## src/rtl/pong_pkg.sv

```systemverilog
// Shared definitions for the pong ball engine: FSM encoding and default field geometry.
package pong_pkg;

  typedef enum logic [1:0] {
    ST_IDLE   = 2'd0,
    ST_SERVE  = 2'd1,
    ST_PLAY   = 2'd2,
    ST_SCORED = 2'd3
  } pong_state_e;

  localparam int COORD_W         = 10;
  localparam int DEF_H_RES       = 640;
  localparam int DEF_V_RES       = 480;
  localparam int DEF_BALL_SZ     = 8;
  localparam int DEF_PAD_H       = 64;
  localparam int DEF_PAD_X_L     = 24;
  localparam int DEF_PAD_X_R     = 616;
  localparam int DEF_SPD_W       = 3;
  localparam int DEF_SCORE_W     = 4;
  localparam int DEF_WIN_SCORE   = 11;
  localparam int DEF_HOLD_FRAMES = 60;

  // Top-left coordinate that centres a ball of side sz on an axis of length res.
  function automatic int centre(input int res, input int sz);
    return (res - sz) / 2;
  endfunction

endpackage

```

## src/rtl/pong_score_ctr.sv

```systemverilog
// Saturating per-player scores plus the post-point hold timer.
module pong_score_ctr
  import pong_pkg::*;
#(
  parameter int SCORE_W     = DEF_SCORE_W,
  parameter int WIN_SCORE   = DEF_WIN_SCORE,
  parameter int HOLD_FRAMES = DEF_HOLD_FRAMES
) (
  input  logic               clk,
  input  logic               rst_n,
  input  logic               clear,
  input  logic               inc_l,
  input  logic               inc_r,
  input  logic               hold_load,
  input  logic               hold_tick,
  output logic [SCORE_W-1:0] score_l,
  output logic [SCORE_W-1:0] score_r,
  output logic               win,
  output logic               hold_last
);

  localparam int HW = (HOLD_FRAMES < 2) ? 1 : $clog2(HOLD_FRAMES + 1);
  localparam logic [SCORE_W-1:0] WIN_VAL  = SCORE_W'(WIN_SCORE);
  localparam logic [HW-1:0]      HOLD_VAL = HW'(HOLD_FRAMES);

  logic [HW-1:0] hold_cnt;

  // Hold timer: loaded when a point is scored, counts frame ticks down to terminal count.
  always_ff @(posedge clk or negedge rst_n) begin
    if (!rst_n) begin
      hold_cnt <= '0;
    end else if (hold_load) begin
      hold_cnt <= HOLD_VAL;
    end else if (hold_tick && (hold_cnt != '0)) begin
      hold_cnt <= hold_cnt - HW'(1);
    end
  end

  // The tick that sees a count of one is the last frame of the hold.
  assign hold_last = (hold_cnt <= HW'(1));

  // Scores stop at WIN_SCORE so they can never wrap.
  always_ff @(posedge clk or negedge rst_n) begin
    if (!rst_n) begin
      score_l <= '0;
      score_r <= '0;
    end else if (clear) begin
      score_l <= '0;
      score_r <= '0;
    end else begin
      if (inc_l && (score_l != WIN_VAL)) score_l <= score_l + SCORE_W'(1);
      if (inc_r && (score_r != WIN_VAL)) score_r <= score_r + SCORE_W'(1);
    end
  end

  assign win = (score_l == WIN_VAL) || (score_r == WIN_VAL);

endmodule

```

## src/rtl/pong_ball_engine.sv

```systemverilog
// Pong ball engine: per-frame ball motion, wall/paddle reflection and point scoring.
//
// state  | meaning
// IDLE   | waiting for serve; game_over stays set after a finished match
// SERVE  | ball parked at field centre until the next frame tick
// PLAY   | ball steps once per frame tick, bouncing off walls and paddles
// SCORED | ball frozen for HOLD_FRAMES frame ticks after a point
module pong_ball_engine
  import pong_pkg::*;
#(
  parameter int H_RES       = DEF_H_RES,
  parameter int V_RES       = DEF_V_RES,
  parameter int BALL_SZ     = DEF_BALL_SZ,
  parameter int PAD_H       = DEF_PAD_H,
  parameter int PAD_X_L     = DEF_PAD_X_L,
  parameter int PAD_X_R     = DEF_PAD_X_R,
  parameter int SPD_W       = DEF_SPD_W,
  parameter int SCORE_W     = DEF_SCORE_W,
  parameter int WIN_SCORE   = DEF_WIN_SCORE,
  parameter int HOLD_FRAMES = DEF_HOLD_FRAMES
) (
  input  logic               clk,
  input  logic               rst_n,
  input  logic               frame_tick,
  input  logic               serve,
  input  logic [SPD_W-1:0]   speed,
  input  logic [9:0]         pad_l_y,
  input  logic [9:0]         pad_r_y,
  output logic [9:0]         ball_x,
  output logic [9:0]         ball_y,
  output logic               dir_x,
  output logic               dir_y,
  output logic [SCORE_W-1:0] score_l,
  output logic [SCORE_W-1:0] score_r,
  output logic               point,
  output logic               game_over,
  output logic [1:0]         state
);

  localparam int CW = COORD_W;
  // Two guard bits so paddle_y + PAD_H and ball + size + step never overflow.
  localparam int XW = CW + 2;

  localparam logic [CW-1:0] X_CTR = CW'(centre(H_RES, BALL_SZ));
  localparam logic [CW-1:0] Y_CTR = CW'(centre(V_RES, BALL_SZ));
  localparam logic [XW-1:0] X_MAX = XW'(H_RES - BALL_SZ);
  localparam logic [XW-1:0] Y_MAX = XW'(V_RES - BALL_SZ);
  localparam logic [XW-1:0] SZ    = XW'(BALL_SZ);
  localparam logic [XW-1:0] PH    = XW'(PAD_H);
  localparam logic [XW-1:0] PXL   = XW'(PAD_X_L);
  localparam logic [XW-1:0] PXR   = XW'(PAD_X_R);

  pong_state_e   state_q;
  logic [CW-1:0] ball_x_q, ball_y_q;
  logic          dir_x_q, dir_y_q;
  logic          point_q, game_over_q;

  logic [XW-1:0] step, bx, by, pl, pr;
  logic [CW-1:0] x_nxt, y_nxt;
  logic          dx_nxt, dy_nxt;
  logic          ov_l, ov_r;
  logic          miss_r, miss_l;

  logic          play_tick, pt_l, pt_r, score_clear, hold_tick;
  logic          win, hold_last;

  assign step = (speed == '0) ? XW'(1) : XW'(speed);
  assign bx   = XW'(ball_x_q);
  assign by   = XW'(ball_y_q);
  assign pl   = XW'(pad_l_y);
  assign pr   = XW'(pad_r_y);

  // Candidate next position for one frame; X and Y resolve independently.
  always_comb begin
    y_nxt  = ball_y_q;
    dy_nxt = dir_y_q;
    x_nxt  = ball_x_q;
    dx_nxt = dir_x_q;
    miss_r = 1'b0;
    miss_l = 1'b0;

    // Overlap uses the position before this frame's Y step.
    ov_l = ((by + SZ) > pl) && (by < (pl + PH));
    ov_r = ((by + SZ) > pr) && (by < (pr + PH));

    if (dir_y_q) begin
      if ((by + step) >= Y_MAX) begin
        y_nxt  = CW'(Y_MAX);
        dy_nxt = 1'b0;
      end else begin
        y_nxt = CW'(by + step);
      end
    end else begin
      if (by <= step) begin
        y_nxt  = '0;
        dy_nxt = 1'b1;
      end else begin
        y_nxt = CW'(by - step);
      end
    end

    // On a miss the ball keeps its X; the frozen SCORED frame shows where it left play.
    if (dir_x_q) begin
      if (((bx + SZ + step) >= PXR) && ov_r) begin
        x_nxt  = CW'(PXR - SZ);
        dx_nxt = 1'b0;
      end else if ((bx + step) >= X_MAX) begin
        miss_r = 1'b1;
      end else begin
        x_nxt = CW'(bx + step);
      end
    end else begin
      if ((bx <= (PXL + step)) && ov_l) begin
        x_nxt  = CW'(PXL);
        dx_nxt = 1'b1;
      end else if (bx <= step) begin
        miss_l = 1'b1;
      end else begin
        x_nxt = CW'(bx - step);
      end
    end
  end

  assign play_tick   = (state_q == ST_PLAY) && frame_tick;
  assign pt_l        = play_tick && miss_r;
  assign pt_r        = play_tick && miss_l;
  assign hold_tick   = (state_q == ST_SCORED) && frame_tick;
  assign score_clear = (state_q == ST_IDLE) && serve && game_over_q;

  pong_score_ctr #(
    .SCORE_W    (SCORE_W),
    .WIN_SCORE  (WIN_SCORE),
    .HOLD_FRAMES(HOLD_FRAMES)
  ) u_score_ctr (
    .clk      (clk),
    .rst_n    (rst_n),
    .clear    (score_clear),
    .inc_l    (pt_l),
    .inc_r    (pt_r),
    .hold_load(pt_l | pt_r),
    .hold_tick(hold_tick),
    .score_l  (score_l),
    .score_r  (score_r),
    .win      (win),
    .hold_last(hold_last)
  );

  // Main FSM with registered ball, direction, point and game_over outputs.
  always_ff @(posedge clk or negedge rst_n) begin
    if (!rst_n) begin
      state_q     <= ST_IDLE;
      ball_x_q    <= X_CTR;
      ball_y_q    <= Y_CTR;
      dir_x_q     <= 1'b1;
      dir_y_q     <= 1'b1;
      point_q     <= 1'b0;
      game_over_q <= 1'b0;
    end else begin
      point_q <= 1'b0;
      case (state_q)
        ST_IDLE: begin
          if (serve) begin
            state_q     <= ST_SERVE;
            ball_x_q    <= X_CTR;
            ball_y_q    <= Y_CTR;
            game_over_q <= 1'b0;
          end
        end
        ST_SERVE: begin
          ball_x_q <= X_CTR;
          ball_y_q <= Y_CTR;
          if (frame_tick) state_q <= ST_PLAY;
        end
        ST_PLAY: begin
          if (frame_tick) begin
            ball_x_q <= x_nxt;
            ball_y_q <= y_nxt;
            dir_x_q  <= dx_nxt;
            dir_y_q  <= dy_nxt;
            // dir_x already points at the conceding side, so the next serve heads there.
            if (miss_r || miss_l) begin
              point_q <= 1'b1;
              state_q <= ST_SCORED;
            end
          end
        end
        ST_SCORED: begin
          if (frame_tick && hold_last) begin
            if (win) begin
              state_q     <= ST_IDLE;
              game_over_q <= 1'b1;
            end else begin
              state_q  <= ST_SERVE;
              ball_x_q <= X_CTR;
              ball_y_q <= Y_CTR;
            end
          end
        end
        default: state_q <= ST_IDLE;
      endcase
    end
  end

  assign ball_x    = ball_x_q;
  assign ball_y    = ball_y_q;
  assign dir_x     = dir_x_q;
  assign dir_y     = dir_y_q;
  assign point     = point_q;
  assign game_over = game_over_q;
  assign state     = state_q;

endmodule

```

## config.mk

```make
export PLATFORM = sky130hd
export DESIGN_NAME = pong_ball_engine
export DESIGN_NICKNAME = d
export VERILOG_FILES = /design/src/rtl/pong_pkg.sv /design/src/rtl/pong_score_ctr.sv /design/src/rtl/pong_ball_engine.sv
export SDC_FILE = /design/constraint.sdc
export NUM_CORES = 1
export LEC_CHECK = 0
export CAP_MARGIN = 20
export CELL_PAD_IN_SITES_DETAIL_PLACEMENT = 1
export CELL_PAD_IN_SITES_GLOBAL_PLACEMENT = 1
export CORE_AREA = 10 10 115 117
export CTS_CLUSTER_DIAMETER = 30
export CTS_CLUSTER_SIZE = 40
export DETAILED_ROUTE_END_ITERATION = 7
export DIE_AREA = 0 0 125 127
export GPL_ROUTABILITY_DRIVEN = 0
export GPL_TIMING_DRIVEN = 0
export MAX_ROUTING_LAYER = met4
export PLACE_DENSITY_LB_ADDON = 0.1
export RECOVER_POWER = 50
export SKIP_CTS_REPAIR_TIMING = 1
export SLEW_MARGIN = 40
export SYNTH_ARGS = -nofsm -noshare
export SYNTH_HDL_FRONTEND = slang
export SYNTH_SLANG_ARGS = --single-unit
```

## constraint.sdc

```tcl
create_clock -name clk -period 4.25 [get_ports clk]
set_clock_uncertainty 0.1 [all_clocks]
set_input_delay 0.425 -clock clk [delete_from_list [all_inputs] [get_ports clk]]
set_output_delay 0.425 -clock clk [all_outputs]
set_load 0.01 [all_outputs]
```

==> results.py, run 1 <==
metrics = {
    "status": {
        "outcome": "complete, but fails checks",
        "violations": "capacitance limit, slew limit",
    },
    "worst_setup_path": {
        "startpoint_type": "input pin",
        "arrival_ns": 4.13,
        "startpoint": "speed[1]",
        "cp_slowest_cell": "clkdlybuf4s50_1",
        "cp_cell_sequence": "clkdlybuf4s50_1 -> o21bai_2 -> ha_1 -> fa_1 -> nor2b_1 -> nor2_1 -> or2_2 -> a31oi_1 -> o2111ai_2 -> o21ai_4 -> buf_4 -> nand3_1 -> a32o_1",
        "cp-end-kind": "flip-flop",
        "worstSetupPathType": "input pin to flip-flop",
        "crit_required_ns": 4.33,
        "r2r_start": "ball_y[5]$_DFFE_PN1P_",
        "max_stage_delay_ns": 0.56,
        "path_max_fanout": 6,
    },
    "synthesis": {
        "synth_top_family_by_area": "compound AO/OA/AOI/OAI gates",
        "synth_area_mm2": 0.00464,
        "ys_seq_area_frac": 0.219,
        "syn_area_per_cell_um2": 8.27,
        "synthAdderAreaFrac": 0.182,
        "synth_top_cell_area_share": 0.165,
        "synthMuxAreaShare": 0.0227,
        "netlist_instances": 561,
        "yosys.area_share.simple": 0.205,
        "synth.most_common_cell": "ha_1",
        "synth_seq_cells": 40,
        "synth_commonest_cells": "61 x ha_1, 52 x nor2_1, 51 x inv_1, 39 x nand2_1, 28 x dfrtp_1",
        "synth_compound_area_frac": 0.237,
        "synthArstFlopShare": 1.00,
        "synth_area_leaders": "ha_1 16%, dfrtp_1 15%, dfstp_2 6.8%",
        "synth_area_leader_cell": "ha_1",
        "synth_ff_type": "dfrtp_1",
        "synth_warnings": 0,
        "ys_types": 80,
        "synth_xor_area_frac": 0.0642,
        "syn_nets": 653,
        "synth_edf_count": 0,
    },
    "clocking": {
        "tritoncts": "yes",
        "cts_inserted_buffers": 5,
        "cts.clk_slew.worst_paths_ns": 0.07,
        "htree_levels": 2,
        "cts_root_buf": "clkbuf_16",
        "clock_sinks": 40,
        "cts_buffer_depth": 2,
        "clock_latency_ns": 0.29,
    },
    "global_route": {
        "track_usage": 0.195,
        "antenna_found_initial": 0,
        "grt_pass1_wl_mm": 25.5,
        "grt-ovfl-total": 0,
        "grt_pass1_vias": 4855,
        "grt_max_degree": 31,
    },
    "timing": {
        "whs_ns": 0.426,
        "period_share": 0.953,
        "finalMaxSlewViolations": 31,
        "tns_ns": 0,
        "layout_setup_ws_ns": 0.199,
        "layout_min_cycle_time_ns": 4.05,
        "setup_viol": 0,
        "worst_slew_pin_slew_ns": 1.78,
        "hold_viol": 0,
        "relSlewSlack": -0.188,
        "max_clock_freq_ghz": 0.247,
    },
    "die": {
        "die_h_um": 127,
        "ios": 61,
        "die_w_um": 125,
        "rows": 39,
        "core_region_area_mm2": 0.0111,
        "die_area_mm2": 0.0159,
        "initial_core_util": 0.417,
    },
    "cells_and_area": {
        "nets": 724,
        "stdcell_area_mm2": 0.00560,
        "areaGrowthSynthToFinish_pct": 20.7,
        "layout-drive-gt1-share": 0.0869,
        "utilization": 0.503,
        "antenna_cells": 0,
        "final_cells": 776,
    },
    "route": {
        "drc": 0,
        "first_pass_iters": 4,
        "drt-initial-drc-count": 349,
        "wl_per_cell_um": 19.7,
        "wl_mm": 15.3,
        "vias": 4584,
        "ant_nets": 0,
        "viasPerCell": 5.91,
    },
    "power_and_ir_drop": {
        "p_sw_mw": 1.30,
        "p_seq_frac": 0.229,
        "power_leakage_nw": 2.48,
        "ir_worst_vdd_mv": 0.309,
        "comb_power_share": 0.631,
        "finalPower_mw": 2.74,
        "switching_share": 0.475,
        "clockPowerShare": 0.139,
        "p_per_area_mw_per_mm2": 490,
        "p_int_mw": 1.44,
    },
    "worst_hold_path": {
        "min-delay-start": "u_score_ctr.hold_cnt[5]$_DFFE_PN0P_",
        "hold_class": "flip-flop to flip-flop",
    },
    "place": {
        "port_buffers": 60,
        "place_area_mm2": 0.00544,
        "hpwl_mm": 12.4,
        "dp_cells": 765,
        "place_ws_ns": -0.303,
    },
    "flow_run": {
        "drv_cap": 1,
    },
}
## cell usage in the layout (no fill, tap or decap), types with 5 or more instances in the layout
cell type,count
ha_1,61
nor2_1,52
inv_1,51
clkdlybuf4s50_1,44
nand2_1,39
dfrtp_1,28
o21ai_0,26
xnor2_1,25
a21oi_1,25
nand3_1,20
dlygate4sd3_1,16
clkbuf_1,14
nor3_1,13
dfstp_2,12
a211oi_1,10
nand4_1,10
xor2_1,9
nand2b_1,9
nor2b_1,7
nand3b_1,7
a211o_1,7
a21o_1,7
mux2i_1,6
o211ai_1,6
a221oi_1,6
o22ai_1,6
buf_4,5
a31oi_1,5
clkbuf_16,5
## layout make-up
cell class	instances	area [µm²]
fillers	1366	5530
multi-input cells	445	3310
flip-flops and latches	40	1020
repair buffers	64	623
inverters	52	195
well taps	143	179
plain buffers	24	130
clock buffers	6	129
clock inverters	2	12.5
## registers in the layout (all words and copies together), names as in the netlist
| register | cells |
|---|---|
| u_score_ctr.score_l | 4 |
| dir_y | 1 |
| point | 1 |
| game_over | 1 |
| state | 2 |
| dir_x | 1 |
| u_score_ctr.score_r | 4 |
| ball_x | 10 |
| u_score_ctr.hold_cnt | 6 |
| ball_y | 10 |
## cell families (layout without fill, tap and decap cells)
group | after synthesis | after routing
AO/OA/AOI/OAI | 150 | 150
XOR/XNOR | 34 | 34
adder cells (fa/ha/maj) | 65 | 65
buffers and inverters | 76 | 148
flip-flops | 40 | 40
multiplexers | 10 | 10
AND/OR/NAND/NOR | 186 | 186
## path summary, 6_finish.rpt
| check | end | slack, ns | cells past startpoint |
|---|---|---|---|
| hold / removal | u_score_ctr.hold_cnt[5]$_DFFE_PN0P_ | 0.43 | 2 |
| min in group asynchronous | ball_x[1]$_DFFE_PN0P_ | 0.57 | 2 |
| hold reg to reg | u_score_ctr.hold_cnt[5]$_DFFE_PN0P_ | 0.43 | 2 |
| max in group asynchronous | ball_y[4]$_DFFE_PN0P_ | 1.38 | 3 |
| setup reg to reg | ball_x[7]$_DFFE_PN0P_ | 0.21 | 14 |
| setup / recovery | ball_x[6]$_DFFE_PN0P_ | 0.20 | 13 |
## power groups by stage
stage / registers [mW] / clock network [mW] / logic, mW
CTS: 0.630 / 0.389 / 1.74
detailed placement: 0.636 / 0 / 1.72
floorplan: 0.627 / 0 / 1.13
global route: 0.648 / 0.401 / 1.92
finish: 0.629 / 0.383 / 1.73
global placement: 0.628 / 0 / 1.66
## layer usage
| metal | wire, µm | share of wire | track usage | vias up |
|---|---|---|---|---|
| met5 | 0 | 0 | - | - |
| met4 | 187 | 0.012 | 0.0413 | 0 |
| met3 | 759 | 0.050 | 0.0261 | 17 |
| met2 | 7390 | 0.48 | 0.326 | 106 |
| met1 | 6970 | 0.46 | 0.248 | 2270 |
| li1 | - | - | - | 2191 |
## critical path, delay by kind of cell
family                     cells  cell delay, ns
buffers and inverters          2            0.75
AOI/OAI and AO/OA              5            1.53
and+or+nand+nor                4            0.90
adders and majority gates      2            0.52
Note: power is estimated with default switching activity, not from simulation.
==> inputs of run 2 (changes only) <==
Settings changed: CORE_AREA 10 10 115 117 to 10 10 159 87, DIE_AREA 0 0 125 127 to 0 0 169 97, REMOVE_ABC_BUFFERS set to 1, SYNTH_HIERARCHICAL set to 1.
==> results.py, run 2 <==
metrics = {
    "clocking": {
        "cts_inserted_buffers": 5,
        "clock_sinks": 40,
        "cts.clk_slew.worst_paths_ns": 0.06,
        "clock_latency_ns": 0.29,
        "cts_buffer_depth": 2,
        "htree_levels": 2,
        "tritoncts": "yes",
        "cts_root_buf": "clkbuf_16",
    },
    "timing": {
        "relSlewSlack": -0.357,
        "layout_min_cycle_time_ns": 4.07,
        "finalMaxSlewViolations": 34,
        "max_clock_freq_ghz": 0.246,
        "setup_viol": 0,
        "period_share": 0.958,
        "hold_viol": 0,
        "worst_slew_pin_slew_ns": 2.03,
        "whs_ns": 0.436,
    },
    "global_route": {
        "grt_pass1_vias": 4816,
        "use_met1": 0.252,
        "track_usage": 0.189,
        "antenna_found_initial": 0,
        "use_met2": 0.294,
        "grt_max_degree": 34,
        "use_met3": 0.0355,
        "busiest_layer": "met2",
        "grt_pass1_wl_mm": 25.3,
        "grt-ovfl-total": 0,
    },
    "synthesis": {
        "ys_types": 87,
        "ys_seq_area_frac": 0.216,
        "synthArstFlopShare": 1.00,
        "synth_area_leader_cell": "ha_1",
        "synth_edf_count": 0,
        "synth_commonest_cells": "62 x ha_1, 57 x inv_1, 42 x nand2_1, 39 x nor2_1, 36 x a21oi_1",
        "synth_ff_type": "dfrtp_1",
        "synth_area_mm2": 0.00471,
        "synth_seq_cells": 40,
        "synth_area_leaders": "ha_1 16%, dfrtp_1 15%, dfstp_2 6.7%",
        "synth.most_common_cell": "ha_1",
        "netlist_instances": 579,
        "synth_top_cell_area_share": 0.165,
        "synth_warnings": 6,
        "syn_area_per_cell_um2": 8.13,
    },
    "cells_and_area": {
        "nFillCells": 1323,
        "areaGrowthSynthToFinish_pct": 20.7,
        "utilization": 0.521,
        "final_cell_mix": "62 x ha_1, 57 x inv_1, 43 x clkdlybuf4s50_1",
        "layout-drive-gt1-share": 0.0932,
        "layout_commonest_cell": "ha_1",
        "antenna_cells": 0,
        "nets": 725,
    },
    "status": {
        "violations": "capacitance limit, slew limit",
        "outcome": "complete, but fails checks",
    },
    "worst_setup_path": {
        "arrival_ns": 4.18,
        "cp-end-kind": "flip-flop",
        "startpoint_type": "flip-flop",
        "crit_required_ns": 4.36,
        "path_max_fanout": 8,
        "worstSetupPathType": "flip-flop to flip-flop",
    },
    "die": {
        "core_region_area_mm2": 0.0109,
        "die_w_um": 169,
        "ios": 61,
        "initial_core_util": 0.431,
        "rows": 27,
        "die_area_mm2": 0.0164,
        "die_h_um": 97,
    },
    "route": {
        "first_pass_iters": 4,
        "ant_nets": 0,
        "wl_per_cell_um": 20.2,
        "drt-initial-drc-count": 290,
        "wl_mm": 15.7,
        "drc": 0,
        "vias": 4681,
        "viasPerCell": 6.02,
    },
    "place": {
        "hpwl_mm": 12.0,
        "port_buffers": 60,
    },
    "worst_hold_path": {
        "hold_class": "flip-flop to flip-flop",
    },
    "power_and_ir_drop": {
        "ir_worst_vdd_mv": 0.226,
        "power_leakage_nw": 2.46,
        "p_per_area_mw_per_mm2": 453,
    },
    "flow_run": {
        "drv_cap": 1,
    },
}
run 2: changes by cell type in the layout (fill, tap and decap cells not counted), moves of 5 or more:
cell	before	now
a21oi_1	25	35
and3_1	3	8
clkbuf_1	14	3
inv_1	51	57
nand2b_1	9	4
nor2_1	52	36
nor3_1	13	8
o21a_1	3	8
o21ai_0	26	35
o31ai_1	0	6
xnor2_1	25	17
run 2: critical path: stages (launching register included):
cell and delay (ns):
dfstp_4 0.66, ha_1 0.22, nand3_1 0.19, nor2_2 0.20, xor2_2 0.20, ha_1 0.29, a211o_1 0.27, a221oi_1 0.22
nand4_1 0.24, a41o_4 0.33, or2_4 0.33, nor2_4 0.14, inv_1 0.08, or3_1 0.34, a21oi_1 0.15
run 2: per-layer routing:
metal  wire length, µm  part of all wire
met4               144            0.0092
met5                 0                 0
met2              7270              0.46
met1              7340              0.47
met3               984             0.063
run 2: power breakdown:
part	internal, mW	switching, mW	total (mW)
clock network	0.277	0.164	0.441
registers	0.488	0.170	0.659
logic	0.624	0.848	1.47
total	1.39	1.18	2.57
run 2: through the flow:
step	instance area, µm²	TNS, ns	worst slack (ns)	cells	power [mW]
CTS	5570	-3.80	-0.460	771	2.54
global placement	5390	-5.24	-0.522	762	2.04
finish	5680	0	0.181	778	2.57
detailed placement	5410	-7.30	-0.538	763	2.08
global route	5680	-0.0339	-0.0339	778	2.80
floorplan	4610	0	0.512	557	1.58
run 2: area by class of cell:
| class | instances | area [µm²] | share of cell area |
|---|---|---|---|
| Clock buffer | 6 | 129 | 0.0227 |
| Clock inverter | 2 | 35.0 | 0.00617 |
| Tap cell | 145 | 181 | 0.0319 |
| Multi-Input combinational cell | 460 | 3450 | 0.607 |
| Inverter | 57 | 214 | 0.0377 |
| Sequential cell | 40 | 1020 | 0.180 |
| Timing Repair Buffer | 68 | 653 | 0.115 |
run 2: worst paths after layout:
| kind | cells past startpoint | slack, ns | endpoint | start |
|---|---|---|---|---|
| max in group asynchronous | 3 | 1.15 | ball_y[4]$_DFFE_PN0P_ | rst_n |
| hold / removal | 2 | 0.44 | ball_x[2]$_DFFE_PN1P_ | ball_x[2]$_DFFE_PN1P_ |
| hold reg to reg | 2 | 0.44 | ball_x[2]$_DFFE_PN1P_ | ball_x[2]$_DFFE_PN1P_ |
| min in group asynchronous | 2 | 0.50 | u_score_ctr/score_l[1]$_DFFE_PN0P_ | rst_n |
| setup reg to reg | 14 | 0.18 | u_score_ctr/score_r[0]$_DFFE_PN0P_ | ball_y[3]$_DFFE_PN1P_ |
| setup / recovery | 14 | 0.18 | u_score_ctr/score_r[0]$_DFFE_PN0P_ | ball_y[3]$_DFFE_PN1P_ |
run 2: logic make-up after synthesis:
group | count (synthesis) | synth area share
flip-flops | 40 | 0.216
adder cells (fa/ha/maj) | 66 | 0.182
AND/OR/NAND/NOR | 181 | 0.200
XOR/XNOR | 24 | 0.0446
AO/OA/AOI/OAI | 183 | 0.277
buffers and inverters | 79 | 0.0667
multiplexers | 6 | 0.0133
==> inputs of run 3 (changes only) <==
--- a/config.mk
+++ b/config.mk
@@ -10,3 +10,3 @@
 export CELL_PAD_IN_SITES_GLOBAL_PLACEMENT = 1
-export CORE_AREA = 10 10 159 87
+export CORE_AREA = 10 10 169 92
 export CTS_CLUSTER_DIAMETER = 30
@@ -14,3 +14,3 @@
 export DETAILED_ROUTE_END_ITERATION = 7
-export DIE_AREA = 0 0 169 97
+export DIE_AREA = 0 0 179 102
 export GPL_ROUTABILITY_DRIVEN = 0
==> constraint.sdc (replaced) <==
create_clock -name clk -period 3.4 [get_ports clk]
set_clock_uncertainty 0.1 [all_clocks]
set_input_delay 0.34 -clock clk [delete_from_list [all_inputs] [get_ports clk]]
set_output_delay 0.34 -clock clk [all_outputs]
set_load 0.02 [all_outputs]
==> results.py, run 3 (synthesized netlist as in run 2, its figures left out) <==
metrics = {
    "clocking": {
        "clock_sinks": 40,
        "cts_root_buf": "clkbuf_16",
        "htree_levels": 2,
        "cts.clk_slew.worst_paths_ns": 0.07,
        "cts_buffer_depth": 2,
        "tritoncts": "yes",
        "cts_inserted_buffers": 5,
        "clock_latency_ns": 0.29,
    },
    "die": {
        "die_h_um": 102,
        "rows": 29,
        "die_area_mm2": 0.0183,
        "ios": 61,
        "die_w_um": 179,
        "initial_core_util": 0.376,
        "core_region_area_mm2": 0.0125,
    },
    "worst_setup_path": {
        "crit_buf_inv": 1,
        "crit_required_ns": 3.52,
        "path_max_fanout": 8,
        "crit_top_cell": "nor2_4",
        "cp_cell_sequence": "ha_4 -> nand3_4 -> nor2_4 -> xor2_2 -> ha_1 -> a211o_1 -> a221oi_2 -> nand4_1 -> a41o_4 -> or2_4 -> nor2_4 -> inv_2 -> or3_1 -> a21oi_1",
        "cp-end-kind": "flip-flop",
        "startpoint_type": "flip-flop",
        "cp_slowest_cell": "dfstp_4",
        "worst-path-stages": 14,
        "rr_worst_depth": 14,
        "arrival_ns": 3.88,
        "crit_family": "simple AND/OR/NAND/NOR gates",
        "worstSetupPathType": "flip-flop to flip-flop",
        "max_stage_delay_ns": 0.68,
    },
    "status": {
        "violations": "setup timing",
        "outcome": "complete, but fails checks",
    },
    "place": {
        "port_buffers": 60,
        "place_area_mm2": 0.00545,
        "hpwl_mm": 12.3,
        "place_ws_ns": -1.33,
        "dp_cells": 788,
    },
    "route": {
        "drc": 0,
        "wl_mm": 16.5,
        "wl_per_cell_um": 20.0,
        "first_pass_iters": 4,
        "viasPerCell": 5.69,
        "ant_nets": 0,
        "drt-initial-drc-count": 144,
        "vias": 4701,
    },
    "global_route": {
        "antenna_found_initial": 0,
        "grt-ovfl-total": 0,
        "grt_max_degree": 22,
        "grt_pass1_wl_mm": 25.7,
        "grt_pass1_vias": 4784,
        "track_usage": 0.178,
    },
    "cells_and_area": {
        "utilization": 0.493,
        "final_cell_mix": "58 x ha_1, 54 x inv_1, 54 x clkdlybuf4s50_1",
        "nFillCells": 1486,
        "stdcell_area_mm2": 0.00617,
        "antenna_cells": 0,
        "layout_commonest_cell": "ha_1",
        "areaGrowthSynthToFinish_pct": 31.0,
        "final_cells": 826,
        "layout-drive-gt1-share": 0.175,
        "nets": 748,
    },
    "timing": {
        "worst_slew_pin_slew_ns": 1.30,
        "max_clock_freq_ghz": 0.266,
        "tns_ns": -5.25,
        "period_share": 1.11,
        "whs_ns": 0.434,
        "layout_min_cycle_time_ns": 3.76,
        "setup_viol": 25,
        "layout_setup_ws_ns": -0.360,
        "hold_viol": 0,
        "rsz0062_at_grt": "true",
        "finalMaxSlewViolations": 0,
        "relSlewSlack": 0.134,
    },
    "power_and_ir_drop": {
        "power_leakage_nw": 2.59,
        "finalPower_mw": 3.52,
        "p_per_area_mw_per_mm2": 570,
        "ir_worst_vdd_mv": 0.227,
    },
    "flow_run": {
        "drv_cap": 0,
    },
    "worst_hold_path": {
        "hold_depth": 2,
        "hold_class": "flip-flop to flip-flop",
    },
}
run 3: cell types whose count changed in the layout (fill, tap and decap cells not counted), sizes merged:
cell | previous run | this run
clkdlybuf4s50 | 43 | 54
clkbuf | 8 | 7
clkinvlp | 0 | 2
buf | 6 | 29
dlygate4sd3 | 17 | 4
inv | 57 | 56
dlymetal6s2s | 0 | 2
run 3: power breakdown:
part,internal (mW),switching [mW],total (mW)
clock network,0.346,0.216,0.561
logic,0.931,1.18,2.11
registers,0.614,0.228,0.842
run 3: worst reg2reg max path, stage by stage (launching register included):
cell and delay, ns:
dfstp_4 0.68, ha_4 0.17, nand3_4 0.11, nor2_4 0.13
xor2_2 0.20, ha_1 0.29, a211o_1 0.28, a221oi_2 0.18
nand4_1 0.17, a41o_4 0.34, or2_4 0.30, nor2_4 0.19
inv_2 0.06, or3_1 0.34, a21oi_1 0.14
run 3: path summary, 6_finish.rpt:
check	start	to	slack [ns]
max reg2reg	ball_y[3]$_DFFE_PN1P_	u_score_ctr/score_r[0]$_DFFE_PN0P_	-0.36
max in group asynchronous	rst_n	ball_x[0]$_DFFE_PN0P_	0.69
min reg2reg	ball_x[2]$_DFFE_PN1P_	ball_x[2]$_DFFE_PN1P_	0.43
min in group asynchronous	rst_n	u_score_ctr/score_r[0]$_DFFE_PN0P_	0.76
max	ball_y[3]$_DFFE_PN1P_	u_score_ctr/score_r[0]$_DFFE_PN0P_	-0.36
min	ball_x[2]$_DFFE_PN1P_	ball_x[2]$_DFFE_PN1P_	0.43
run 3: layer usage:
metal,track usage,up-vias,part of all wire
met5,-,-,0
met1,0.240,2335,0.48
met2,0.283,73,0.47
met4,0.0265,0,0.0059
li1,-,2284,-
met3,0.0247,9,0.041
run 3: final cells by class:
class / count / area (µm²) / area share
multi-input cells: 460 / 3680 / 0.597
inverters: 57 / 218 / 0.0353
clock inverters: 3 / 42.5 / 0.00690
well taps: 170 / 213 / 0.0345
repair buffers: 91 / 858 / 0.139
clock buffers: 5 / 125 / 0.0203
flip-flops and latches: 40 / 1030 / 0.167
